[src/rtl/duck_pkg.sv]
// rtl/duck_pkg.sv - shared duck sprite geometry and controller state type
package duck_pkg;

    // Sprite box, shared with the renderer
    localparam int DUCK_WIDTH  = 64;
    localparam int DUCK_HEIGHT = 48;

    localparam int SCREEN_W = 640;
    localparam int SCREEN_H = 480;

    typedef enum logic [2:0] {
        IDLE,
        FLY,
        HIT,
        FALL,
        ESCAPE
    } duck_state_t;

endpackage

[src/rtl/duck_ctl_lfsr16.sv]
// rtl/duck_ctl_lfsr16.sv - 16-bit Fibonacci LFSR, taps 16,14,13,11, advances every cycle
// Ports: clk, rst (sync, active-high, loads SEED), q (current LFSR value)
module lfsr16 #(
    parameter logic [15:0] SEED = 16'hACE1
) (
    input  logic        clk,
    input  logic        rst,
    output logic [15:0] q
);

    always_ff @(posedge clk) begin
        if (rst) begin
            q <= SEED;
        end else begin
            q <= {q[14:0], q[15] ^ q[13] ^ q[12] ^ q[10]};
        end
    end

endmodule

[src/rtl/duck_ctl.sv]
// rtl/duck_ctl.sv - duck spawn, per-frame flight with edge bounce, shot hit test, hit/fall/escape sequencing
// Ports: clk, rst (sync, active-high); new_frame, start, shot, shot_x, shot_y in;
//        duck_x, duck_y, duck_show, duck_hit to the renderer; duck_shot, duck_escaped,
//        duck_done one-cycle event pulses; busy high outside IDLE. All outputs registered.
module duck_ctl
    import duck_pkg::*;
#(
    parameter int          SPEED      = 2,
    parameter int          FALL_SPEED = 4,
    parameter int          ESC_SPEED  = 4,
    parameter int          FLY_FRAMES = 600,
    parameter int          HIT_FRAMES = 30,
    parameter int          X_MAX      = 576,
    parameter int          Y_MIN      = 16,
    parameter int          SPAWN_Y    = 320,
    parameter logic [15:0] SEED       = 16'hACE1
) (
    input  logic       clk,
    input  logic       rst,
    input  logic       new_frame,
    input  logic       start,
    input  logic       shot,
    input  logic [9:0] shot_x,
    input  logic [9:0] shot_y,
    output logic [9:0] duck_x,
    output logic [9:0] duck_y,
    output logic       duck_show,
    output logic       duck_hit,
    output logic       duck_shot,
    output logic       duck_escaped,
    output logic       duck_done,
    output logic       busy
);

    // 11-bit working widths so edge sums and differences never wrap
    localparam logic [10:0] SPEED_W   = 11'(SPEED);
    localparam logic [10:0] FALL_W    = 11'(FALL_SPEED);
    localparam logic [10:0] ESC_W     = 11'(ESC_SPEED);
    localparam logic [10:0] X_MAX_W   = 11'(X_MAX);
    localparam logic [10:0] Y_MIN_W   = 11'(Y_MIN);
    localparam logic [10:0] SPAWN_Y_W = 11'(SPAWN_Y);
    localparam logic [10:0] WIDTH_W   = 11'(DUCK_WIDTH);
    localparam logic [10:0] HEIGHT_W  = 11'(DUCK_HEIGHT);
    localparam logic [9:0]  X_MAX_10  = 10'(X_MAX);
    localparam logic [9:0]  SPAWN_10  = 10'(SPAWN_Y);
    localparam logic [15:0] FLY_LAST  = 16'(FLY_FRAMES - 1);
    localparam logic [15:0] HIT_LAST  = 16'(HIT_FRAMES - 1);

    duck_state_t state;
    logic        dir_x;   // 1 = moving right
    logic        dir_up;  // 1 = moving up (y decreasing)
    logic [15:0] ctr;
    logic [15:0] lfsr_q;

    logic [10:0] x_w, y_w, sx_w, sy_w;
    logic [10:0] fly_x, fly_y;
    logic        fly_dir_x, fly_dir_up;
    logic        shot_in_box;
    logic [9:0]  spawn_x;
    logic        unused_lfsr;

    lfsr16 #(.SEED(SEED)) u_lfsr (
        .clk (clk),
        .rst (rst),
        .q   (lfsr_q)
    );

    // Only the low 11 bits feed spawn position and direction
    assign unused_lfsr = ^lfsr_q[15:11];

    assign x_w  = {1'b0, duck_x};
    assign y_w  = {1'b0, duck_y};
    assign sx_w = {1'b0, shot_x};
    assign sy_w = {1'b0, shot_y};

    assign shot_in_box = (sx_w >= x_w) && (sx_w < x_w + WIDTH_W) &&
                         (sy_w >= y_w) && (sy_w < y_w + HEIGHT_W);

    assign spawn_x = (lfsr_q[9:0] > X_MAX_10) ? X_MAX_10 : lfsr_q[9:0];

    // Next flight position: clamp at the limit and reverse on the axis that hits it
    always_comb begin
        fly_x      = x_w;
        fly_y      = y_w;
        fly_dir_x  = dir_x;
        fly_dir_up = dir_up;
        if (dir_x) begin
            if (x_w + SPEED_W > X_MAX_W) begin
                fly_x     = X_MAX_W;
                fly_dir_x = 1'b0;
            end else begin
                fly_x = x_w + SPEED_W;
            end
        end else if (x_w < SPEED_W) begin
            fly_x     = '0;
            fly_dir_x = 1'b1;
        end else begin
            fly_x = x_w - SPEED_W;
        end
        if (dir_up) begin
            if (y_w <= Y_MIN_W + SPEED_W) begin
                fly_y      = Y_MIN_W;
                fly_dir_up = 1'b0;
            end else begin
                fly_y = y_w - SPEED_W;
            end
        end else if (y_w + SPEED_W >= SPAWN_Y_W) begin
            fly_y      = SPAWN_Y_W;
            fly_dir_up = 1'b1;
        end else begin
            fly_y = y_w + SPEED_W;
        end
    end

    always_ff @(posedge clk) begin
        if (rst) begin
            state        <= IDLE;
            duck_x       <= '0;
            duck_y       <= SPAWN_10;
            duck_show    <= 1'b0;
            duck_hit     <= 1'b0;
            duck_shot    <= 1'b0;
            duck_escaped <= 1'b0;
            duck_done    <= 1'b0;
            busy         <= 1'b0;
            dir_x        <= 1'b0;
            dir_up       <= 1'b1;
            ctr          <= '0;
        end else begin
            duck_shot    <= 1'b0;
            duck_escaped <= 1'b0;
            duck_done    <= 1'b0;
            case (state)
                IDLE: begin
                    if (start) begin
                        duck_x    <= spawn_x;
                        duck_y    <= SPAWN_10;
                        dir_x     <= lfsr_q[10];
                        dir_up    <= 1'b1;
                        ctr       <= '0;
                        duck_show <= 1'b1;
                        busy      <= 1'b1;
                        state     <= FLY;
                    end
                end
                FLY: begin
                    // A hit takes priority over the frame move and the escape timeout
                    if (shot && shot_in_box) begin
                        duck_hit  <= 1'b1;
                        duck_shot <= 1'b1;
                        ctr       <= '0;
                        state     <= HIT;
                    end else if (new_frame) begin
                        duck_x <= fly_x[9:0];
                        duck_y <= fly_y[9:0];
                        dir_x  <= fly_dir_x;
                        dir_up <= fly_dir_up;
                        if (ctr == FLY_LAST) begin
                            ctr   <= '0;
                            state <= ESCAPE;
                        end else begin
                            ctr <= ctr + 16'd1;
                        end
                    end
                end
                HIT: begin
                    if (new_frame) begin
                        if (ctr == HIT_LAST) begin
                            ctr   <= '0;
                            state <= FALL;
                        end else begin
                            ctr <= ctr + 16'd1;
                        end
                    end
                end
                FALL: begin
                    if (new_frame) begin
                        if (y_w + FALL_W >= SPAWN_Y_W) begin
                            duck_y    <= SPAWN_10;
                            duck_show <= 1'b0;
                            duck_hit  <= 1'b0;
                            duck_done <= 1'b1;
                            busy      <= 1'b0;
                            state     <= IDLE;
                        end else begin
                            duck_y <= duck_y + FALL_W[9:0];
                        end
                    end
                end
                ESCAPE: begin
                    if (new_frame) begin
                        if (y_w < ESC_W) begin
                            duck_y       <= '0;
                            duck_show    <= 1'b0;
                            duck_escaped <= 1'b1;
                            busy         <= 1'b0;
                            state        <= IDLE;
                        end else begin
                            duck_y <= duck_y - ESC_W[9:0];
                        end
                    end
                end
                default: state <= IDLE;
            endcase
        end
    end

endmodule
[config.mk]
export PLATFORM = sky130hd
export DESIGN_NAME = duck_ctl
export DESIGN_NICKNAME = d
export VERILOG_FILES = /design/src/rtl/duck_pkg.sv /design/src/rtl/duck_ctl_lfsr16.sv /design/src/rtl/duck_ctl.sv
export SDC_FILE = /design/constraint.sdc
export NUM_CORES = 1
export LEC_CHECK = 0
export ABC_AREA = 1
export BUFFER_PORTS_ARGS = -buffer_cell sky130_fd_sc_hd__buf_2
export CAP_MARGIN = 15
export CORE_MARGIN = 2
export CORE_UTILIZATION = 30
export CTS_BUF_LIST = sky130_fd_sc_hd__clkbuf_8
export DETAILED_ROUTE_END_ITERATION = 10
export PLACE_DENSITY = 0.45
export SETUP_SLACK_MARGIN = 0.5
export SYNTH_ARGS = -nofsm -noshare
export SYNTH_HDL_FRONTEND = slang
export SYNTH_SLANG_ARGS = --single-unit
[constraint.sdc]
create_clock -name clk -period 2.8 [get_ports clk]
set_input_delay 0.56 -clock clk [delete_from_list [all_inputs] [get_ports clk]]
set_output_delay 0.56 -clock clk [all_outputs]
set_load 0.05 [all_outputs]
==> summary.txt <==
Worst setup path
  – Crit path to: ctr[7]
  – Critical Path Source: duck_y[5]
  – Reg2reg end: ctr[7]
  – Setup Crit Path Kind: reg2reg
  – Worst Path Max Fanout: 16
  – Startpoint Class: register
  – RR Startpoint: duck_y[5]
  – CP Capture Type: register
  – Flop-to-flop setup slack: 240 ps
  – Worst Reg-to-Reg Cells: 21
  – Req. time, crit path: 3100 ps
  – Arr. time, crit path: 2860 ps

Timing
  – # setup viols final: 0
  – Final setup skew: 11.3 ps
  – Final TNS setup: 0 ps
  – Worst Tran Pin Value: 619 ps
  – Number of max-slew violations in the final report: 0
  – Final Cycle Share: 0.914
  – RSZ-0062 raised after global routing: true
  – Max_slew headroom: 0.587
  – Final setup margin: 242 ps
  – Fmax: 391 MHz
  – Hold Vio Cnt, Final: 0
  – Fin crit period: 2560 ps

Pwr
  – Clock power share: 0.116
  – Total power: 6640 uW
  – Psw: 3470 uW
  – Worst VDD drop: 0.361 mV
  – Switching Fraction: 0.523
  – Power Density: 1050 nW/um2
  – Internal Power: 3170 uW
  – Leakage power: 0.00300 uW
  – Sequential share of power: 0.214
  – Logic pwr share: 0.670

Clock tree
  – TritonCTS buffer count: 9
  – Clock transition at path regs: 80 ps
  – # clock sinks: 61
  – Clk root buf: clkbuf_8
  – CTS tree: done
  – H-tree depth: 3
  – Maximum clock path buffer count: 2
  – Skew-Pair Late Insertion Delay: 360 ps

Die
  – Die W: 135 um
  – Die area: 18300 um2
  – Core Area: 16700 um2
  – Row Count: 47
  – Die Height: 135 um
  – I/O pin cnt: 51
  – Initial core utilization: 0.309

Status
  – Outcome: finished clean

Finish
  – Reg area: 1240 um2
  – Multi-input logic area: 3590 um2
  – Syn-to-layout area delta: 21.8%
  – Fin cells: 1106
  – Final instance area: 6300 um2
  – Layout cells sized above 1: 0.201
  – Fin nets: 949
  – Final antenna diode count: 0
  – Filler Cell Count: 1878

Placed design
  – IO Port Bufs: 48
  – Post-DP HPWL: 10.7 mm
  – Final GP Congestion: 0.809
  – Dpl ws: 140 ps
  – Placed cells: 1074
  – Cell Area, Placed: 5810 um2

GRT
  – Initial antenna violation count: 0
  – First-pass GRT wire length: 23.9 mm
  – Vias in the first global route: 4844
  – GRT Overall Usage: 0.163
  – Largest net degree at the start of global routing: 33
  – Overflow after GRT: 0

Detailed routing
  – Post-Route WL: 14.3 mm
  – Initial DRT Pass Iterations: 4
  – DRC: 0
  – Routed wire per std cell: 12.9 um
  – Vias after detailed routing: 5060
  – Vias per cell: 4.58
  – Antenna-violating nets left: 0
  – Iter 0 DRT Violations: 207

Synthesis
  – Synthesis Warnings: 0
  – Post-Synthesis Cells: 808
  – Post-synthesis cell type count: 48
  – Synth Area per Inst: 6.40 um2
  – Synthesis-stage register bit count: 61
  – Syn nets: 876
  – Post-synth top area cell: dfxtp_1
  – Top cell type's share of synthesized area: 0.236
  – Mapped Area: 5170 um2
  – Synth area leaders: dfxtp_1 24%, nand2_1 15%, ha_1 10%
  – Sequential share of the synthesized area: 0.236

Min path
  – Hold Crit Class: reg2reg

Job
  – Max-cap violations: 0
[placed cells by master (no fill, tap or decap), types with 2 or more instances in the layout]
master      netlist  final
nand3_4           2      2
clkinvlp_4        0      2
inv_2             5      5
clkbuf_8          0     11
o21ai_2           1      2
buf_4             6     30
o21ai_1          11     12
a21oi_2           1     13
or2_2             5      5
buf_2             8     48
nand2_2           7     11
o21bai_1          2      2
buf_6             2      5
dfxtp_4           0      3
inv_1            93     92
xor2_1           42     40
o22ai_1           2      2
nand4_1          14     14
nor2_1          116    115
ha_4              0      2
xnor2_1           4      4
dfxtp_1          61     53
nand3_2           2      4
o21a_1            2      2
nand2_4           2      5
nand2_1         200    192
nor2_2            3      3
nor4_1            6      6
o21ai_0          30     28
dfxtp_2           0      5
inv_6             0      2
nand3_1          48     46
xor2_2            1      3
nor2_4            4      5
o211ai_1          2      2
nand3b_1          3      3
nor3_1           11     10
buf_12            0      3
ha_1             43     41
a21oi_1          47     35
[stage by stage]
stage	hold slack, ps	utilization
final	401	0.377
after global routing	419	0.377
after CTS	410	0.371
after detailed placement	395	0.348
after global placement	395	0.348
after floorplan	388	-
[area by class of cell]
class,count,share of cell area
Clock buffer,11,0.0240
Clock inverter,5,0.00536
Inverter,99,0.0630
Multi-Input combinational cell,623,0.571
Sequential cell,61,0.197
Tap cell,220,0.0437
Timing Repair Buffer,87,0.0964
[worst min path at each step]
stage / from / endpoint / depth (start not counted)
floorplan: u_lfsr.q[11] / u_lfsr.q[12] / 2
global placement: u_lfsr.q[14] / u_lfsr.q[15] / 1
detailed placement: u_lfsr.q[11] / u_lfsr.q[12] / 2
CTS: u_lfsr.q[11] / u_lfsr.q[12] / 2
global route: u_lfsr.q[14] / u_lfsr.q[15] / 1
finish: u_lfsr.q[14] / u_lfsr.q[15] / 1
[metal layers]
layer,vias to the layer above,GRT usage,wire length [um]
met5,-,0,0
met4,0,0.0509,185
met3,12,0.0224,433
met2,74,0.264,6340
met1,2238,0.225,7350
li1,2736,-,-
[cells in the mapped netlist (all sizes together)]
library cell  number
a21oi             49
or2                5
clkbuf             7
buf               18
o21a               2
nor4               6
a22oi              1
inv               98
o221ai             1
nand2            209
clkinv             1
ha                43
dfxtp             61
a21o               1
nand4             15
nand3             52
nor3b              1
a211oi             1
and3               1
o22ai              2
xor2              43
xnor2              4
o21bai             2
nor3              12
nor2             123
o31ai              1
o211ai             2
nand3b             3
conb               1
a31oi              1
o21ai             42
[registers in the layout, summed over array words and instances (netlist names)]
register      cells
duck_y            9
state             3
dir_up            1
u_lfsr.q         16
ctr              16
busy              1
dir_x             1
duck_escaped      1
duck_hit          1
duck_done         1
duck_shot         1
duck_x           10
[critical path: stages, from the launching register on]
cell,delay [ps]
dfxtp_4,390
clkinv_8,60
ha_4,170
inv_2,50
nand3_2,60
xor2_1,150
ha_1,290
nand2_1,70
nand2_1,50
nand2_1,60
a21oi_2,50
nor2_1,80
nand2_1,60
nor2_2,90
nand2_2,110
buf_6,150
nand3_4,70
nand4_4,120
clkbuf_16,210
nand2_1,60
nand2_1,40
nor2_1,100
[power by group through the flow]
| stage | Clock, uW | Combinational [uW] | Sequential [uW] |
|---|---|---|---|
| floorplan | 0 | 2900 | 1670 |
| global placement | 0 | 4090 | 1440 |
| global route | 830 | 5010 | 1470 |
| finish | 772 | 4450 | 1420 |
| detailed placement | 0 | 4060 | 1430 |
| CTS | 797 | 4320 | 1420 |
[cell families after synthesis]
kind of cell             share of synthesized area
AO/OA/AOI/OAI                                0.112
XOR/XNOR                                    0.0811
adder cells (fa/ha/maj)                      0.104
other                                     0.000726
AND/OR/NAND/NOR                              0.367
buffers and inverters                       0.0992
flip-flops                                   0.236
[repair_timing]
item | in CTS | in global routing
pin swaps | 12 | 7
buffers inserted | 14 | 1
gates cloned | 0 | 1
hold endpoints to repair | 0 | 0
setup endpoints to repair | 40 | 42
resized for setup | 23 | 16
hold buffers | 0 | 0
Power figures use the tool's default switching activity.
